`src/rtl/mips_pkg.sv`:
```
// Shared definitions for the MIPS core: opcode/funct encodings, the fetch
// state type and the default boot address.
package mips_pkg;

  localparam logic [31:0] DEFAULT_RESET_PC = 32'h0000_3000;

  localparam logic [5:0] OP_RTYPE = 6'b000000;
  localparam logic [5:0] OP_LW    = 6'b100011;
  localparam logic [5:0] OP_SW    = 6'b101011;
  localparam logic [5:0] OP_LUI   = 6'b001111;
  localparam logic [5:0] OP_ORI   = 6'b001101;
  localparam logic [5:0] OP_ADDIU = 6'b001001;
  localparam logic [5:0] OP_BEQ   = 6'b000100;

  localparam logic [5:0] FN_ADD = 6'b100000;
  localparam logic [5:0] FN_SUB = 6'b100010;
  localparam logic [5:0] FN_AND = 6'b100100;
  localparam logic [5:0] FN_OR  = 6'b100101;
  localparam logic [5:0] FN_SLT = 6'b101010;

  typedef enum logic [1:0] {
    S_IDLE,
    S_REQ,
    S_WAIT,
    S_HOLD
  } fetch_state_t;

endpackage

```
`src/rtl/instr_fetch_unit.sv`:
```
// Fetch stage: one outstanding instruction-memory request, a hold register
// with valid/ready towards decode, and branch redirect with wrong-path kill.
module instr_fetch_unit
  import mips_pkg::*;
#(
  parameter logic [31:0] RESET_PC = DEFAULT_RESET_PC,
  parameter int          ADDR_W   = 32
) (
  input  logic              clk,
  input  logic              rst_n,
  output logic              imem_req,
  output logic [ADDR_W-1:0] imem_addr,
  input  logic              imem_rvalid,
  input  logic [31:0]       imem_rdata,
  input  logic              br_taken,
  input  logic [ADDR_W-1:0] br_target,
  output logic              if_valid,
  input  logic              if_ready,
  output logic [31:0]       if_instr,
  output logic [5:0]        if_opcode,
  output logic [5:0]        if_funct,
  output logic [ADDR_W-1:0] if_pc,
  output logic [ADDR_W-1:0] if_pc_plus4,
  output logic [31:0]       fetch_count
);

  fetch_state_t      state;
  logic [ADDR_W-1:0] pc;
  logic              kill;
  logic [ADDR_W-1:0] br_pc;

  assign br_pc       = {br_target[ADDR_W-1:2], 2'b00};
  assign imem_addr   = pc;
  assign if_opcode   = if_instr[31:26];
  assign if_funct    = if_instr[5:0];
  assign if_pc_plus4 = if_pc + ADDR_W'(4);

  // imem_req and if_valid are set on the transition into S_REQ / S_HOLD so
  // both come straight from flops.
  always_ff @(posedge clk or negedge rst_n) begin
    if (!rst_n) begin
      state       <= S_IDLE;
      pc          <= RESET_PC;
      kill        <= 1'b0;
      imem_req    <= 1'b0;
      if_valid    <= 1'b0;
      if_instr    <= '0;
      if_pc       <= RESET_PC;
      fetch_count <= '0;
    end else begin
      case (state)
        S_IDLE: begin
          if (br_taken) pc <= br_pc;
          state    <= S_REQ;
          imem_req <= 1'b1;
        end
        S_REQ: begin
          // The request already on the bus used the old pc; it must be killed.
          if (br_taken) begin
            pc   <= br_pc;
            kill <= 1'b1;
          end
          state    <= S_WAIT;
          imem_req <= 1'b0;
        end
        S_WAIT: begin
          if (imem_rvalid) begin
            if (kill || br_taken) begin
              if (br_taken) pc <= br_pc;
              kill     <= 1'b0;
              state    <= S_REQ;
              imem_req <= 1'b1;
            end else begin
              if_instr <= imem_rdata;
              if_pc    <= pc;
              if_valid <= 1'b1;
              state    <= S_HOLD;
            end
          end else if (br_taken) begin
            pc   <= br_pc;
            kill <= 1'b1;
          end
        end
        S_HOLD: begin
          if (br_taken) begin
            pc       <= br_pc;
            if_valid <= 1'b0;
            state    <= S_REQ;
            imem_req <= 1'b1;
          end else if (if_ready) begin
            pc          <= pc + ADDR_W'(4);
            fetch_count <= fetch_count + 32'd1;
            if_valid    <= 1'b0;
            state       <= S_REQ;
            imem_req    <= 1'b1;
          end
        end
        default: begin
          state    <= S_IDLE;
          imem_req <= 1'b0;
          if_valid <= 1'b0;
        end
      endcase
    end
  end

endmodule

```
`config.mk`:
```
export PLATFORM = sky130hd
export DESIGN_NAME = instr_fetch_unit
export DESIGN_NICKNAME = d
export VERILOG_FILES = /design/src/rtl/mips_pkg.sv /design/src/rtl/instr_fetch_unit.sv
export SDC_FILE = /design/constraint.sdc
export NUM_CORES = 1
export LEC_CHECK = 0
export ABC_AREA = 0
export CAP_MARGIN = 10
export CORE_ASPECT_RATIO = 1.2
export CORE_MARGIN = 3
export CORE_UTILIZATION = 40
export DETAILED_ROUTE_END_ITERATION = 7
export HOLD_SLACK_MARGIN = 0.03
export PLACE_DENSITY_LB_ADDON = 0.3
export SETUP_SLACK_MARGIN = 0.2
export SLEW_MARGIN = 20
export SYNTH_ARGS = -nofsm -noshare
export SYNTH_HDL_FRONTEND = slang
export SYNTH_SLANG_ARGS = --single-unit
```
`constraint.sdc`:
```
create_clock -name clk -period 2.42 [get_ports clk]
set_clock_uncertainty 0.05 [all_clocks]
set_input_delay 0.484 -clock clk [delete_from_list [all_inputs] [get_ports clk]]
set_output_delay 0.484 -clock clk [all_outputs]
set_load 0.005 [all_outputs]
```
==> impl_results.md <==
- Status: complete, but fails checks
- Violations in the final reports: negative setup slack
- Final Cycle Share: 1.13
- Post-synthesis sequential element count: around 130
- Routed wire length: between 15000 and 20000 um
- Cell chosen for the clock root: clkbuf_16
- Slew of the pin with the lowest slew margin: 0.570 ns
- Residual overflow from global routing: 0
- Antenna violations before repair: 0
- Clock transition at the registers of the reported paths: 0.06 ns
- Startpoint of the worst setup timing path: if_pc[3]
- Cell count of the worst hold path: 1
- Clk_lat worst skew: about 0.41 ns
- Final setup violating endpoints: 20
- Number of hold violations in the final report: 0
- Fraction of registers with async set or reset after synthesis: 1.00
- Synthesized instance count: between 600 and 700
- Data arrival time at the worst-slack endpoint: ~2.2 ns
- Count of input and output buffers: approximately 230
- Commonest cells after routing, fill and taps aside: clkdlybuf4s50_1, dfrtp_1, buf_4
- Number of flops mapped to enable cells by yosys: 0
- Peak VDD IR: between 600 and 700 uV
- Most common cell after layout, fill and taps aside: clkdlybuf4s50_1
- Antenna Diode Count: 0
- Final Slew Violations: 0
- # H-tree levels: 4
- Total number of nets in the final design: between 900 and 1k
- CTS sink cnt: about 130
- Detailed Place HPWL: ~15000 um
- Achievable frequency: ~360 MHz
- Number of top-level pins: 243
- Number of filler instances in the final layout: around 1.2k
- Standby leakage power: around 0.0046 uW
- RSZ-0062 raised after global routing: true
- Drt initial violations: 260
- Max capacitance violation total: 0
- Routed len/inst: between 15 and 20 um
- Effective utilization at floorplan: 0.413
- Final critical-path required period: ~2.7 ns
- Number of detailed-route iterations in the first pass: 4
- Height of the chip: ~150 um
- Post-DRT Antenna Nets: 0
- Largest fanout on the critical path: 4
- CTS tree: built
- Critical Path RT: ~1.9 ns
- Overall Power: 9410 uW
- R2r endpoint: fetch_count[31]
- Tightest Hold Check Type: register to register
- Worst setup slack for register-to-register paths: roughly 0.34 ns
- Number of warnings reported in the yosys synthesis log: 0
- Register-to-Register Path Depth: 6
- Floorplan Core Area: between 15000 and 20000 sq um
- Global placer's final weighted congestion: ~0.9
- Drc violations: 0
- Flip-flop cell with the highest count after synthesis: dfrtp_1
- P per Cell Area: between 900 and 1000 nW/um^2
- Type of element launching the critical path: register
- Placement Setup Slack: -0.320 ns
- Share of post-route cells with drive strength above 1: 0.258
- Placement Rows: 50
- Kind of end point of the critical path: output port
- Number of clock buffers inserted by TritonCTS: 17
- Global router's overall resource usage: 0.219
- Cell Area, Synth: ~6500 sq um
- Detail-routed via count per cell: around 5.2
- Maximum number of pins on one net before global-route repair: 62
- P&R area growth vs syn: 58.3%
- Tightest slew margin relative to the limit: 0.620
- Longest Clk Path Bufs: 2
- Type of the worst setup path: register to output port
- Total vias in the final route: 5928
- Die Wd: 123 um
- Average instance area after synthesis: between 10 and 15 sq um
- Sequential area share after synthesis: 0.495
- Smallest setup slack after layout: -0.323 ns
- Via count of the first global-routing pass: 6308
- End of the critical path: if_pc_plus4[31]
- Floorplan die area: ~18000 sq um
- Post-synthesis cell type count: slightly below 60
- Global-route wire length before repair: roughly 31000 um
- Start of the worst register-to-register path: state[0]
==> synth_stat cells (6+ instances only) <==
cell type | number | share of area
and2_1 | 8 | 0.0077
buf_4 | 18 | 0.021
xnor2_1 | 44 | 0.059
mux2_2 | 61 | 0.11
nor2_1 | 25 | 0.014
nor3_1 | 8 | 0.0061
buf_2 | 7 | 0.0054
and3_1 | 22 | 0.021
clkbuf_1 | 13 | 0.0075
and4_1 | 6 | 0.0080
dfrtp_1 | 125 | 0.48
xor2_1 | 16 | 0.021
nand2_1 | 58 | 0.033
ha_1 | 6 | 0.011
nand3_1 | 45 | 0.034
a21oi_1 | 24 | 0.018
o21ai_0 | 21 | 0.016
inv_1 | 14 | 0.0080
o22ai_1 | 8 | 0.0077
nand4_1 | 16 | 0.015
==> through the flow <==
stage | hold slack [ns] | std cells | area, sq um | TNS [ns] | utilization
floorplan | 0.138 | 618 | 6560 | 0 | -
global placement | 0.414 | 1094 | 9560 | -2.21 | 0.604
detailed placement | 0.442 | 1094 | 9560 | -2.72 | 0.604
CTS | 0.455 | 1132 | 10300 | -4.62 | 0.648
global route | 0.473 | 1135 | 10300 | -6.18 | 0.654
finish | 0.448 | 1135 | 10300 | -4.05 | 0.654
==> flip-flops by register name, indices dropped and copies added (netlist names) <==
| register | flops |
|---|---|
| state | 2 |
| if_pc | 30 |
| fetch_count | 32 |
| if_instr | 32 |
| kill | 1 |
| if_valid | 1 |
| imem_addr | 30 |
| imem_req | 1 |
==> routing by layer <==
layer	share of wire	vias up	GRT usage
met4	0.022	0	0.0891
met2	0.51	220	0.383
met1	0.40	2896	0.255
li1	-	2787	-
met5	0	-	0
met3	0.065	25	0.0508
==> where the power goes <==
part           internal (uW)  total [uW]  switching, uW
clock                   1710        2680            967
combinational           2210        3490           1280
sequential              2740        3240            499
total                   6660        9410           2740
==> repair_timing <==
action,4_1_cts,5_1_grt
endpoints found under the setup margin,28,34
setup buffers,5,3
gates resized for setup,96,23
hold buffers,1,0
hold endpoints to repair,59,0
pin swaps,23,12
gates cloned,0,0
==> critical path: stages (launching register included) <==
cell and delay (ns):
dfrtp_1 0.37, nand2_1 0.10, nor4_2 0.31, buf_4 0.19, and4_4 0.25, nor3b_4 0.19, xor2_1 0.16, clkdlybuf4s15_2 0.22
==> worst min path at each step <==
stage                    start               to  slack (ns)
2_1_floorplan            rst_n   fetch_count[0]        0.14
3_3_place_gp   fetch_count[31]  fetch_count[31]        0.41
3_5_place_dp   fetch_count[19]  fetch_count[19]        0.44
4_1_cts        fetch_count[13]  fetch_count[13]        0.46
5_1_grt           if_instr[24]     if_instr[24]        0.47
6_report       fetch_count[10]  fetch_count[10]        0.45
==> cell type report <==
type | instances | area [sq um] | area share
inverter | 14 | 52.6 | 0.00508
sequential | 129 | 3240 | 0.313
tap | 208 | 260 | 0.0251
multi-input combinational | 436 | 3200 | 0.309
clock buffer | 21 | 470 | 0.0455
clock inverter | 11 | 153 | 0.0148
timing repair buffer | 316 | 2980 | 0.288
==> kinds of logic (layout without fill, tap and decap cells) <==
family                     count (synthesis)  after routing  synth area share
muxes                                     62             62             0.107
xor gates and xnor gates                  60             60            0.0804
AOI/OAI and AO/OA                         90             90            0.0884
and+or+nand+nor                          212            212             0.175
adders and majority gates                  6              6            0.0115
buffers and inverters                     53            362            0.0433
DFF                                      129            129             0.495
other                                      1              6          0.000574
No activity file was read; power rests on OpenSTA's default activity.
